===== config.mk =====
export PLATFORM = sky130hd
export DESIGN_NAME = arm_source_mux_flat
export DESIGN_NICKNAME = d
export VERILOG_FILES = /design/src/rtl/arm_source_mux_pkg.sv /design/src/rtl/arm_source_mux_if.sv /design/src/rtl/arm_source_mux_btn_debounce.sv /design/src/rtl/arm_source_mux.sv /design/src/flat_wrapper.sv
export SDC_FILE = /design/constraint.sdc
export NUM_CORES = 1
export LEC_CHECK = 0
export ABC_CLOCK_PERIOD_IN_PS = 6600
export BUFFER_PORTS_ARGS = -buffer_cell sky130_fd_sc_hd__buf_4
export CAP_MARGIN = 20
export CORE_MARGIN = 2
export CORE_UTILIZATION = 40
export DETAILED_ROUTE_END_ITERATION = 10
export GPL_TIMING_DRIVEN = 0
export PLACE_DENSITY = 0.72
export SYNTH_ARGS = -nofsm -noshare
export SYNTH_HDL_FRONTEND = slang
export SYNTH_SLANG_ARGS = --single-unit
export TNS_END_PERCENT = 50

===== constraint.sdc =====
create_clock -name clk -period 6.6 [get_ports clk]
set_input_delay 0.33 -clock clk [delete_from_list [all_inputs] [get_ports clk]]
set_output_delay 0.33 -clock clk [all_outputs]
set_load 0.02 [all_outputs]

===== src/rtl/arm_source_mux_pkg.sv =====
// Shared state/mode encoding for the arm set-point source selector.
// The display/LED logic decodes the same constants from the mode output.
package arm_src_pkg;

    typedef logic [1:0] state_t;

    localparam state_t ST_IDLE   = 2'd0;
    localparam state_t ST_ACCEL  = 2'd1;
    localparam state_t ST_MEM    = 2'd2;
    localparam state_t ST_UNUSED = 2'd3;

    localparam logic [1:0] MODE_IDLE  = 2'd0;
    localparam logic [1:0] MODE_ACCEL = 2'd1;
    localparam logic [1:0] MODE_MEM   = 2'd2;

    // The next state depends only on the inputs, so an illegal encoding falls back on its own.
    function automatic state_t next_state(input logic enable, input logic btn_db);
        state_t ns;
        if (!enable) begin
            ns = ST_IDLE;
        end else if (btn_db) begin
            ns = ST_MEM;
        end else begin
            ns = ST_ACCEL;
        end
        return ns;
    endfunction

endpackage


===== src/rtl/arm_source_mux_if.sv =====
// Bus between the accelerometer/ROM front end, the source mux and the servo PWM side.
// The mux itself connects through the slave modport.
interface arm_source_mux_if #(
    parameter int W      = 8,
    parameter int N_AXES = 3,
    parameter int ADDR_W = 4
);
    import arm_src_pkg::*;

    logic                  enable;
    logic                  btn_mem;
    logic                  tick;
    logic [N_AXES*W-1:0]   accel_data;
    logic [N_AXES*W-1:0]   rom_data;
    logic [ADDR_W-1:0]     rom_addr;
    logic [N_AXES*W-1:0]   data_out;
    logic                  out_valid;
    state_t                mode;

    modport master (
        output enable,
        output btn_mem,
        output tick,
        output accel_data,
        output rom_data,
        input  rom_addr,
        input  data_out,
        input  out_valid,
        input  mode
    );

    modport slave (
        input  enable,
        input  btn_mem,
        input  tick,
        input  accel_data,
        input  rom_data,
        output rom_addr,
        output data_out,
        output out_valid,
        output mode
    );

endinterface


===== src/rtl/arm_source_mux_btn_debounce.sv =====
// Two-flop synchroniser plus stability counter for the raw memory-mode button.
// btn_db only follows the synced level after DEBOUNCE_CYC consecutive cycles of it.
module btn_debounce #(
    parameter int DEBOUNCE_CYC = 4
) (
    input  logic clk,
    input  logic rst,
    input  logic btn_async,
    output logic btn_db
);

    localparam int CNT_W = (DEBOUNCE_CYC > 1) ? $clog2(DEBOUNCE_CYC + 1) : 1;
    localparam logic [CNT_W-1:0] CNT_LAST = CNT_W'(DEBOUNCE_CYC - 1);

    logic             sync1_q, sync1_d;
    logic             sync2_q, sync2_d;
    logic [CNT_W-1:0] cnt_q, cnt_d;
    logic             db_q, db_d;

    // The counter only runs while the synced level disagrees with btn_db; agreement clears it.
    always_comb begin
        sync1_d = btn_async;
        sync2_d = sync1_q;
        cnt_d   = '0;
        db_d    = db_q;
        if (sync2_q != db_q) begin
            if (cnt_q == CNT_LAST) begin
                db_d = sync2_q;
            end else begin
                cnt_d = cnt_q + CNT_W'(1);
            end
        end
    end

    always_ff @(posedge clk) begin
        if (rst) begin
            sync1_q <= 1'b0;
            sync2_q <= 1'b0;
            cnt_q   <= '0;
            db_q    <= 1'b0;
        end else begin
            sync1_q <= sync1_d;
            sync2_q <= sync2_d;
            cnt_q   <= cnt_d;
            db_q    <= db_d;
        end
    end

    assign btn_db = db_q;

endmodule


===== src/rtl/arm_source_mux.sv =====
// Selects home pose, live accel or ROM playback as the servo target and slews
// the registered set-points towards it by at most STEP per tick.
module arm_source_mux
    import arm_src_pkg::*;
#(
    parameter int W            = 8,
    parameter int N_AXES       = 3,
    parameter int HOME         = 10,
    parameter int STEP         = 4,
    parameter int DEPTH        = 16,
    parameter int DEBOUNCE_CYC = 4
) (
    input  logic               clk,
    input  logic               rst,
    arm_source_mux_if.slave    bus
);

    localparam int ADDR_W = (DEPTH > 1) ? $clog2(DEPTH) : 1;

    localparam logic [W-1:0]        HOME_W    = W'(HOME);
    localparam logic [W-1:0]        STEP_W    = W'(STEP);
    localparam logic [N_AXES*W-1:0] HOME_VEC  = {N_AXES{HOME_W}};
    localparam logic [ADDR_W-1:0]   ADDR_LAST = ADDR_W'(DEPTH - 1);

    logic                 btn_db;
    state_t               state_q, state_d;
    logic [ADDR_W-1:0]    rom_addr_q, rom_addr_d;
    logic [N_AXES*W-1:0]  data_out_q, data_out_d;
    logic                 out_valid_q, out_valid_d;
    logic [N_AXES*W-1:0]  target;
    logic [N_AXES*W-1:0]  data_next;

    btn_debounce #(
        .DEBOUNCE_CYC (DEBOUNCE_CYC)
    ) u_btn_debounce (
        .clk       (clk),
        .rst       (rst),
        .btn_async (bus.btn_mem),
        .btn_db    (btn_db)
    );

    always_comb begin
        state_d = next_state(bus.enable, btn_db);
    end

    // Target follows the registered state, so a tick during a transition still uses the old source.
    always_comb begin
        target = HOME_VEC;
        case (state_q)
            ST_ACCEL: target = bus.accel_data;
            ST_MEM:   target = bus.rom_data;
            default:  target = HOME_VEC;
        endcase
    end

    // Difference is taken one bit wider and signed so large moves in either direction never wrap.
    for (genvar g = 0; g < N_AXES; g++) begin : g_axis
        logic [W-1:0]   cur;
        logic [W-1:0]   tgt;
        logic signed [W:0] diff;
        logic [W:0]     mag;
        logic           direct;

        assign cur    = data_out_q[g*W +: W];
        assign tgt    = target[g*W +: W];
        assign diff   = $signed({1'b0, tgt}) - $signed({1'b0, cur});
        assign mag    = diff[W] ? -diff : diff;
        assign direct = (STEP == 0) || (32'(mag) <= 32'(STEP));

        assign data_next[g*W +: W] = direct  ? tgt :
                                     diff[W] ? (cur - STEP_W) :
                                               (cur + STEP_W);
    end

    always_comb begin
        data_out_d  = bus.tick ? data_next : data_out_q;
        out_valid_d = bus.tick;
    end

    // Entry into playback always restarts at address 0, even if a tick lands in the same cycle.
    always_comb begin
        rom_addr_d = rom_addr_q;
        if ((state_d == ST_MEM) && (state_q != ST_MEM)) begin
            rom_addr_d = '0;
        end else if ((state_q == ST_MEM) && bus.tick) begin
            rom_addr_d = (rom_addr_q == ADDR_LAST) ? '0 : rom_addr_q + ADDR_W'(1);
        end
    end

    always_ff @(posedge clk) begin
        if (rst) begin
            state_q     <= ST_IDLE;
            rom_addr_q  <= '0;
            data_out_q  <= HOME_VEC;
            out_valid_q <= 1'b0;
        end else begin
            state_q     <= state_d;
            rom_addr_q  <= rom_addr_d;
            data_out_q  <= data_out_d;
            out_valid_q <= out_valid_d;
        end
    end

    assign bus.rom_addr  = rom_addr_q;
    assign bus.data_out  = data_out_q;
    assign bus.out_valid = out_valid_q;
    assign bus.mode      = state_q;

endmodule


===== src/flat_wrapper.sv =====
// flat-port wrapper written by rule: the top's interface ports become plain ports
module arm_source_mux_flat import arm_src_pkg::*;
#(
    parameter int W            = 8,
    parameter int N_AXES       = 3,
    parameter int HOME         = 10,
    parameter int STEP         = 4,
    parameter int DEPTH        = 16,
    parameter int DEBOUNCE_CYC = 4
)
  (clk, rst, bus_enable, bus_btn_mem, bus_tick, bus_accel_data, bus_rom_data, bus_rom_addr, bus_data_out, bus_out_valid, bus_mode);
  arm_source_mux_if #(.W(W), .N_AXES(N_AXES), .ADDR_W((4))) bus_i ();
  input  logic clk;
  input  logic rst;
  input wire logic [$bits(bus_i.enable)-1:0] bus_enable;
  input wire logic [$bits(bus_i.btn_mem)-1:0] bus_btn_mem;
  input wire logic [$bits(bus_i.tick)-1:0] bus_tick;
  input wire logic [$bits(bus_i.accel_data)-1:0] bus_accel_data;
  input wire logic [$bits(bus_i.rom_data)-1:0] bus_rom_data;
  output wire logic [$bits(bus_i.rom_addr)-1:0] bus_rom_addr;
  output wire logic [$bits(bus_i.data_out)-1:0] bus_data_out;
  output wire logic [$bits(bus_i.out_valid)-1:0] bus_out_valid;
  output wire logic [$bits(bus_i.mode)-1:0] bus_mode;
  assign bus_i.enable = bus_enable;
  assign bus_i.btn_mem = bus_btn_mem;
  assign bus_i.tick = bus_tick;
  assign bus_i.accel_data = bus_accel_data;
  assign bus_i.rom_data = bus_rom_data;
  assign bus_rom_addr = bus_i.rom_addr;
  assign bus_data_out = bus_i.data_out;
  assign bus_out_valid = bus_i.out_valid;
  assign bus_mode = bus_i.mode;
  arm_source_mux #(.W(W), .N_AXES(N_AXES), .HOME(HOME), .STEP(STEP), .DEPTH(DEPTH), .DEBOUNCE_CYC(DEBOUNCE_CYC)) u_core (.clk(clk), .rst(rst), .bus(bus_i));
endmodule

# Yosys cells after proc, flatten, opt, wreduce, memory -nomap -nowiden

Cells that the tools add are included.

Bits in registers: 37
Input bits: 53
Output and inout bits: 31
Logic and storage cells: 51

$add $sub $neg: 14
Order comparisons: 3
Eq/ne operators: 7
Mux-type cells: 13
Bitwise gates (word level): 1
Reductions and logical operators: 5

Operators with widths:

| cell                                                                  | count |
|---|---|
| 8-bit 2-to-1 mux                                                      | 6 |
| 24-bit one-hot mux with 2 select lines                                | 1 |
| 9-bit by 3-bit <= comparator with 1-bit output, second input constant | 3 |
| 9-bit 2-to-1 mux                                                      | 3 |
| 9-bit negation                                                        | 3 |
| 8-bit by 8-bit subtractor with 9-bit output                           | 3 |
| 8-bit by 3-bit adder with 8-bit output, second input constant         | 3 |
| 8-bit by 3-bit subtractor with 8-bit output, second input constant    | 3 |
| 4-bit by 1-bit adder with 4-bit output, second input constant         | 1 |
| 2-bit equality test, second input constant                            | 2 |
| 4-bit equality test, second input constant                            | 1 |
| 2-bit 2-to-1 mux                                                      | 2 |
| 4-bit 2-to-1 mux                                                      | 1 |
| 3-bit by 1-bit adder with 3-bit output, second input constant         | 1 |
| 3-bit by 2-bit equality test with 1-bit output, second input constant | 1 |
| 3-bit OR reduction                                                    | 1 |
| 2-bit by 1-bit equality test with 1-bit output, second input constant | 1 |
| 1-bit logical AND                                                     | 2 |
| 2-bit inequality test, second input constant                          | 1 |
| 2-bit AND reduction                                                   | 1 |
| 2-bit OR reduction                                                    | 1 |
| 1-bit inequality test                                                 | 1 |
| 1-bit NOT                                                             | 1 |

# Longest topological paths before layout

Gate-level depths: netlist of run 1.

Depth in word-level cells: 7
Mapped depth: 22

# By module

A second synthesis of run 1 with hierarchy kept.

Cell total of the unflattened synthesis: 516
Area total of the unflattened synthesis: 4093.9 sq um

By module, submodules not included:

| module         | instances | cells each | area each (sq um) | seq. area each (sq um) |
|---|---|---|---|---|
| arm_source_mux | 1         | 499        | 3882.5            | 620.6 |
| btn_debounce   | 1         | 17         | 211.5             | 120.1 |

# Worst setup path after synthesis of run 1

OpenSTA, ideal clock, no wires.

Kind: register to register
Start: reg u_core.state_q[0] (netlist: u_core.bus.mode[0])
End: reg u_core.data_out_q[7] (netlist: u_core.bus.data_out[7])
Data arrival time: 4.279 ns
Required time: 6.478 ns
Path slack: 2.199 ns
Stages on the path, launching flop included: 21
Path buffers: 1
Clock period less this slack: 4.401 ns
Path through: dfxtp_1 -> inv_1 -> ha_1 -> clkbuf_1 -> or2_2 -> ha_1 -> fa_1 -> nand2b_1 -> a21oi_1 -> o31a_1 -> o22a_1 -> inv_1 -> ha_1 -> a21o_1 -> a21oi_1 -> o21bai_1 -> a21oi_1 -> xnor2_1 -> xnor2_1 -> and3_1 -> a311o_1

Cells in the longest elaborated chain, start to end: 7

RTL lines:

| what                                                                                         | RTL line             | source |
|---|---|---|
| start: declaration                                                                           | arm_source_mux.sv:26 | `state_t state_q, state_d;` |
| start signal: assignment                                                                     | arm_source_mux.sv:97 | `state_q <= state_d;` |
| 2-bit equality test / 2-bit by 1-bit equality test with 1-bit output (equally long branches) | arm_source_mux.sv:49 | `case (state_q)` |
| 24-bit one-hot mux with 2 select lines *                                                     | arm_source_mux.sv:49 |  |
| 8-bit by 8-bit subtractor with 9-bit output                                                  | arm_source_mux.sv:66 | `assign diff = $signed({1'b0, tgt}) - $signed({1'b0, cur});` |
| 9-bit negation                                                                               | arm_source_mux.sv:67 | `assign mag = diff[W] ? -diff : diff;` |
| 9-bit 2-to-1 mux                                                                             | arm_source_mux.sv:67 |  |
| 9-bit by 3-bit <= comparator with 1-bit output                                               | arm_source_mux.sv:68 | `assign direct = (STEP == 0) \|\| (32'(mag) <= 32'(STEP));` |
| 8-bit 2-to-1 mux *                                                                           | arm_source_mux.sv:70 | `assign data_next[g*W +: W] = direct ? tgt :` |
| end signal: assignment                                                                       | arm_source_mux.sv:99 | `data_out_q <= data_out_d;` |
| end: declaration                                                                             | arm_source_mux.sv:28 | `logic [N_AXES*W-1:0] data_out_q, data_out_d;` |

Mark *: on every way between the ends. The rest lies on a longest branch, timed or not.
A chain may end at the register's enable or synchronous reset.

# Worst setup path after layout of run 1

Start: reg u_core.state_q[1] (netlist: u_core.bus.mode[1])
End: reg u_core.data_out_q[7] (netlist: u_core.bus.data_out[7])

The elaborated chain is that of the path after synthesis.

==> Implementation_results.wiki, run 1 <==
{| class="wikitable"
! Metric !! Value
|-
| Placement Cell Area || 4980 um^2
|-
| Critical path depth in cells || 19
|-
| Worst setup skew after layout || about 5.5 ps
|-
| Synthesis warning total || 0
|-
| Launch instance of the worst min-delay path || rst
|-
| Post-synth net total || between 600 and 700
|-
| Buffers added on ports || 83
|-
| Placed instance count || 737
|-
| Predominant post-synthesis flop cell || dfxtp_1
|-
| Part of the total power dissipated in sequential elements || ~16%
|-
| Area growth, synth to finish || 22.1%
|-
| Leading cell types by total area after synthesis || dfxtp_1, ha_1, nor2_1, xnor2_1, a21oi_1
|-
| Buffer count from post-CTS setup fixing || 0
|-
| Launch point of the worst reg-to-reg path || u_core.bus.mode[1]
|-
| Yosys top cell area share || 17.7%
|-
| CTS H-tree lvls || 2
|-
| Family with the most delay on the worst path || compound AO/OA/AOI/OAI gates
|-
| Reg2Reg Setup Slack || 1320 ps
|-
| Final standard cell count with taps included and fillers excluded || 745
|-
| Cell-internal power || around 1.1 mW
|-
| Number of enable-type register cells in the synthesized netlist || 0
|-
| Filler instances || between 900 and 1000
|-
| Setup repair after global routing missed its margin || false
|-
| Largest net degree at the start of global routing || 13
|-
| Total negative slack || 0 ps
|-
| WHS || 268 ps
|-
| Worst-path cell with the longest stage delay || buf_1
|-
| Count of vias placed by the detailed router || between 4000 and 5000
|-
| Comb pwr share || 72.8%
|-
| CTS Buf Count || 5
|-
| Share of flip-flops with an asynchronous set or reset || 0%
|-
| Worst Setup Slack post-DPL || 1360 ps
|-
| Routed wire length || around 12000 um
|-
| Leak || approximately 2.3 nW
|-
| Fin area || 5110 um^2
|-
| Ports placed on the boundary || 84
|-
| Critical path capture point type || register
|-
| Most frequent standard cell in the layout excluding fill and tap cells || buf_4
|-
| Switching power as a share of total power || 45.6%
|-
| Average routed wire per standard cell || 16.1 um
|-
| Number of standard cells after synthesis || 518
|-
| Worst path setup slack after routing || 1320 ps
|-
| Post-route minimum period || approximately 5300 ps
|-
| Count of cells resized by post-cts repair || 0
|-
| Site row count || 37
|-
| Maximum ir drop on the vdd rail || ~0.25 mV
|-
| Buffer and inverter count on the worst path || 3
|-
| Maximum clock path buffer count || 2
|-
| Switching power total || 929 uW
|-
| Crit Path Category || register to register
|-
| Half-perimeter wire length after detailed placement || just under 10000 um
|-
| Slowest Stage Delay on Critical Path || ~600 ps
|-
| Cell at the root of the clock tree || clkbuf_8
|-
| Actual slew at the worst max-slew pin || roughly 720 ps
|-
| Initial standard-cell utilization of the core || 40.9%
|-
| CTS clock-pin slew for the worst setup and hold paths || roughly 80 ps
|-
| Depth of the worst register-to-register path || 19
|-
| Vertical die dimension || 106 um
|-
| Share of total power in the clock network || 11.5%
|-
| Final #Nets || 712
|-
| Status || complete, no violations
|-
| Number of antenna repair diodes || 0
|-
| Cells along the critical path || ha_1, clkbuf_1, buf_1, a221o_1, ha_1, o21ai_0, a21oi_1, o31a_1, o22a_1, inv_1, ha_1, a21o_1, a21oi_1, o21bai_1, a21oi_1, xnor2_1, xnor2_1, and3_1, a311o_1
|-
| Reg2Reg Capture Point || u_core.bus.data_out[7]
|-
| Worst hold path endpoint || u_core.bus.out_valid
|-
| Wire length of the first global-routing pass || 19900 um
|-
| Share of the clock period used by the worst path || between 80% and 90%
|-
| Overall global routing resource usage || between 20% and 30%
|-
| Worst hold-check path type || input pin to register
|-
| Core Footprint || 10200 um^2
|-
| Number of remaining DRC errors || 0
|-
| Clock insertion delay at the later pin of the skew report || 290 ps
|-
| Count of unique library cells instantiated by Yosys || between 80 and 90
|-
| Total congestion overflow || 0
|-
| Via count of the first global-routing pass || ~4100
|-
| Post-route antenna net violation count || 0
|-
| Hold violation total from the final report || 0
|-
| Layout cell share with drive strength beyond 1 || between 20 and 25%
|-
| Count of hold-fix buffers inserted at cts || 0
|-
| Required time at the worst-slack endpoint || roughly 6800 ps
|-
| #FFs+latches synth || 37
|-
| Number of max-slew violations in the final report || 0
|-
| Last weighted congestion value of the routability-driven placer || a little under 0.9
|-
| Number of vias per cell || 5.62
|-
| Mapped Area || 4190 um^2
|-
| Combined flip-flop and latch cell area || between 700 and 800 um^2
|-
| Initial antenna violation count || 0
|-
| Number of stages on the worst hold path || 2
|-
| Top fanout value on the critical path || 10
|-
| Share of the yosys chip area belonging to registers || roughly 18%
|-
| Arrival @ worst endpoint || 5460 ps
|-
| Power density over cell area || between 300 and 400 nW/um^2
|-
| X dimension of the die || 106 um
|-
| Startpoint type of the worst setup path || register
|-
| Die area || 11300 um^2
|-
| Total area of multi-input combinational cells || roughly 3100 um^2
|-
| Num Clock Sinks || 37
|-
| Commonest non-fill, non-tap cells in the layout || buf_4, nor2_1, ha_1
|-
| Post-Synthesis Mean Instance Area || 8.08 um^2
|-
| Reported max-cap violation count || 0
|-
| First-pass detailed-route iteration total || 5
|-
| Final setup violation count || 0
|-
| Number of violations reported at the end of detailed-routing iteration 0 || 213
|-
| Worst slew slack as a fraction of its limit || 52.0%
|-
| Cell taking the most area after synthesis || dfxtp_1
|-
| Highest clock rate || 189 MHz
|-
| TritonCTS clock tree || done
|}
## layer usage
metal	global-route usage (%)	vias up	wire length, um
met4	4.61	0	187
met3	3.62	18	705
li1	-	2080	-
met5	0	-	0
met1	27.7	1983	5200
met2	37.8	105	5930
## flip-flops by register name, summed over array words and instances, names as in the netlist
| register | cells |
|---|---|
| u_core.u_btn_debounce.sync2_q | 1 |
| u_core.u_btn_debounce.btn_db | 1 |
| u_core.u_btn_debounce.cnt_q | 3 |
| u_core.bus.out_valid | 1 |
| u_core.bus.data_out | 24 |
| u_core.u_btn_debounce.sync1_q | 1 |
| u_core.bus.mode | 2 |
| u_core.bus.rom_addr | 4 |
## how the worst max path moves through the flow
stage	from	end	slack, ps
final	u_core.bus.mode[1]	u_core.bus.data_out[7]	1320
after CTS	u_core.bus.mode[1]	u_core.bus.data_out[7]	1340
after global routing	u_core.bus.mode[0]	u_core.bus.data_out[15]	1000
after global placement	u_core.bus.mode[1]	u_core.bus.data_out[7]	1400
after floorplan	u_core.bus.mode[0]	u_core.bus.data_out[7]	2200
after detailed placement	u_core.bus.mode[1]	u_core.bus.data_out[7]	1360
## final cells by class
type | instances | share of cell area [%]
multi-input combinational | 415 | 60.9
clock buffer | 5 | 1.35
sequential | 37 | 14.5
inverter | 45 | 3.30
tap | 136 | 3.33
clock inverter | 3 | 1.27
timing repair buffer | 83 | 12.2
buffer | 21 | 3.18
## cell families (layout without fill, tap and decap cells)
group                    Yosys count  in the layout  synth area share (%)
adder cells (fa/ha/maj)           51             51                  16.3
buffers and inverters             66            157                  7.92
AND/OR/NAND/NOR                  150            150                  18.5
multiplexers                      16             16                  3.85
AO/OA/AOI/OAI                    166            166                  28.8
flip-flops                        37             37                  17.7
XOR/XNOR                          32             32                  6.87
## synth_stat cells, types with 4 or more instances
cell	number
nor2_1	59
ha_1	45
inv_1	42
a21oi_1	38
dfxtp_1	37
xnor2_1	23
a22oi_1	20
a211oi_1	16
nand2_1	16
mux2i_1	15
o21ai_0	15
nand3_1	11
or3_1	11
a21o_1	10
nor3_1	10
clkbuf_1	8
xor2_1	8
a221o_1	6
fa_1	6
nand2b_1	6
or2_2	6
clkbuf_8	5
nor2b_1	5
o21a_1	5
and3_1	4
nor3b_1	4
## power by group through the flow
stage / combinational [mW] / clock, mW / sequential (mW)
after floorplan: 1.11 / 0 / 0.354
after global placement: 1.41 / 0 / 0.322
after detailed placement: 1.46 / 0 / 0.324
after CTS: 1.47 / 0.235 / 0.320
after global routing: 1.64 / 0.244 / 0.324
final: 1.48 / 0.234 / 0.320
## stage by stage
step | utilization [%] | total power, mW
global route | 50.0 | 2.21
global placement | 48.7 | 1.73
finish | 50.0 | 2.04
floorplan | - | 1.46
CTS | 50.0 | 2.02
detailed placement | 48.7 | 1.78
No activity file was read; power rests on OpenSTA's default activity.
==> run 2: changes to the inputs <==
- ABC_CLOCK_PERIOD_IN_PS: 6600 -> 4700
- PLACE_DENSITY: 0.72 -> 0.74
- clock period: 6.6 -> 4.7 ns (I/O delays scaled with it)
==> Implementation_results.wiki, run 2 (same netlist as run 1, synthesis figures left out) <==
{| class="wikitable"
! Metric !! Value
|-
| Power density over cell area || 557 nW/um^2
|-
| Core Footprint || just over 10000 um^2
|-
| Arrival @ worst endpoint || approximately 4700 ps
|-
| Wire length on met2 || 6190 um
|-
| Final setup violation count || 0
|-
| Power after layout || 2.89 mW
|-
| Num Clock Sinks || 37
|-
| Post-route antenna net violation count || 0
|-
| Count of hold-fix buffers inserted at cts || 0
|-
| Met1 wire length || 5400 um
|-
| Fin area || slightly above 5000 um^2
|-
| Number of vias per cell || 5.67
|-
| Max reg flops || 24
|-
| Worst slew slack as a fraction of its limit || 61.8%
|-
| Critical path capture point type || register
|-
| WHS || 149 ps
|-
| Post-route minimum period || 4510 ps
|-
| Average routed wire per standard cell || 16.8 um
|-
| Reported max-cap violation count || 0
|-
| Number of max-slew violations in the final report || 0
|-
| Layout cell share with drive strength beyond 1 || between 20% and 30%
|-
| Clock insertion delay at the later pin of the skew report || 300 ps
|-
| CTS clock-pin slew for the worst setup and hold paths || 70 ps
|-
| Routed wire length || between 10000 and 15000 um
|-
| Top fanout value on the critical path || 8
|-
| Filler instances || ~970
|-
| Final #Nets || 715
|-
| Area growth, synth to finish || 23.8%
|-
| Largest net degree at the start of global routing || 11
|-
| Worst setup skew after layout || 13.0 ps
|-
| Number of antenna repair diodes || 0
|-
| Number of violations reported at the end of detailed-routing iteration 0 || 180
|-
| Maximum ir drop on the vdd rail || 0.302 mV
|-
| Actual slew at the worst max-slew pin || 573 ps
|-
| Maximum clock path buffer count || 2
|-
| Placement Cell Area || 4980 um^2
|-
| Last weighted congestion value of the routability-driven placer || 0.893
|-
| Crit Path Category || register to register
|-
| Startpoint type of the worst setup path || register
|-
| Setup repair after global routing missed its margin || false
|-
| Count of vias placed by the detailed router || 4237
|-
| Commonest non-fill, non-tap cells in the layout || buf_4, nor2_1, ha_1
|-
| Share of the clock period used by the worst path || 96.0%
|-
| Leak || roughly 2.3 nW
|-
| CTS H-tree lvls || 2
|-
| Site row count || 37
|-
| CTS Buf Count || 5
|-
| Worst hold-check path type || input pin to register
|-
| First-pass detailed-route iteration total || 4
|-
| Required time at the worst-slack endpoint || 4880 ps
|-
| Met3 wire length || approximately 580 um
|-
| Number of remaining DRC errors || 0
|-
| Buffers added on ports || 83
|-
| Die area || between 10000 and 15000 um^2
|-
| Most frequent standard cell in the layout excluding fill and tap cells || buf_4
|-
| Total congestion overflow || 0
|-
| Ports placed on the boundary || 84
|-
| Vertical die dimension || 106 um
|-
| X dimension of the die || around 110 um
|-
| TritonCTS clock tree || done
|-
| Via count of the first global-routing pass || 4289
|-
| Half-perimeter wire length after detailed placement || around 10000 um
|-
| Initial standard-cell utilization of the core || 40.9%
|-
| Initial antenna violation count || 0
|-
| Highest clock rate || 222 MHz
|-
| Overall global routing resource usage || 22.2%
|-
| Wire length of the first global-routing pass || a little over 20000 um
|-
| Hold violation total from the final report || 0
|-
| Cell at the root of the clock tree || clkbuf_8
|-
| Status || complete, no violations
|-
| Top routing layer used || met4
|}
==> run 2: what timing repair did <==
item,4_1_cts,5_1_grt
setup endpoints to repair,18,5
buffers inserted,2,2
gates resized for setup,13,17
pin swaps,1,3
==> run 2: critical path, cell delays in order, from the launching register on <==
cell and delay (ps):
dfxtp_1 400, inv_1 80, ha_2 370, or2_2 340
ha_1 220, fa_1 410, nand2b_1 190, a21oi_2 160
o31a_1 210, o22a_4 200, clkinvlp_4 120, ha_1 290
a21o_1 190, a21oi_2 170, o21bai_1 100, a21oi_2 200
xnor2_1 160, xnor2_1 90, and3_1 180, a311o_1 300
==> run 2: layer usage <==
metal  GRT usage, %  vias to the layer above
li1               -                     2084
met1           28.1                     2009
met2           38.2                      114
met3           2.88                       30
met4           8.36                        0
met5              0                        -
==> run 2: final cells by class <==
class	count	area (um^2)	share of cell area, %
Inverter	45	176	3.40
Multi-Input combinational cell	415	3170	61.3
Sequential cell	37	741	14.3
Buffer	20	181	3.50
Clock buffer	7	86.3	1.67
Timing Repair Buffer	87	653	12.6
Tap cell	136	170	3.28
==> run 2: worst paths after layout <==
check	from	end	slack (ps)	cells past startpoint
worst max-delay path	u_core.bus.mode[0]	u_core.bus.data_out[7]	190	19
worst min-delay path	bus_btn_mem	u_core.u_btn_debounce.sync1_q	150	2
worst max register to register	u_core.bus.mode[0]	u_core.bus.data_out[7]	190	19
worst min register to register	u_core.u_btn_debounce.cnt_q[0]	u_core.u_btn_debounce.cnt_q[0]	420	1
==> run 2: stage by stage <==
| step | utilization, % | std cells | setup WS (ps) | setup TNS, ps |
|---|---|---|---|---|
| finish | 50.7 | 747 | 190 | 0 |
| detailed placement | 48.7 | 737 | -557 | -2570 |
| floorplan | - | 518 | 299 | 0 |
| CTS | 50.0 | 745 | 4.68 | 0 |
| global placement | 48.7 | 737 | -429 | -1610 |
| global route | 50.7 | 747 | 10.2 | 0 |
==> run 2: power by group <==
part           internal [mW]  switching, mW
logic                   1.03           1.17
registers              0.372         0.0762
clock network          0.116          0.115
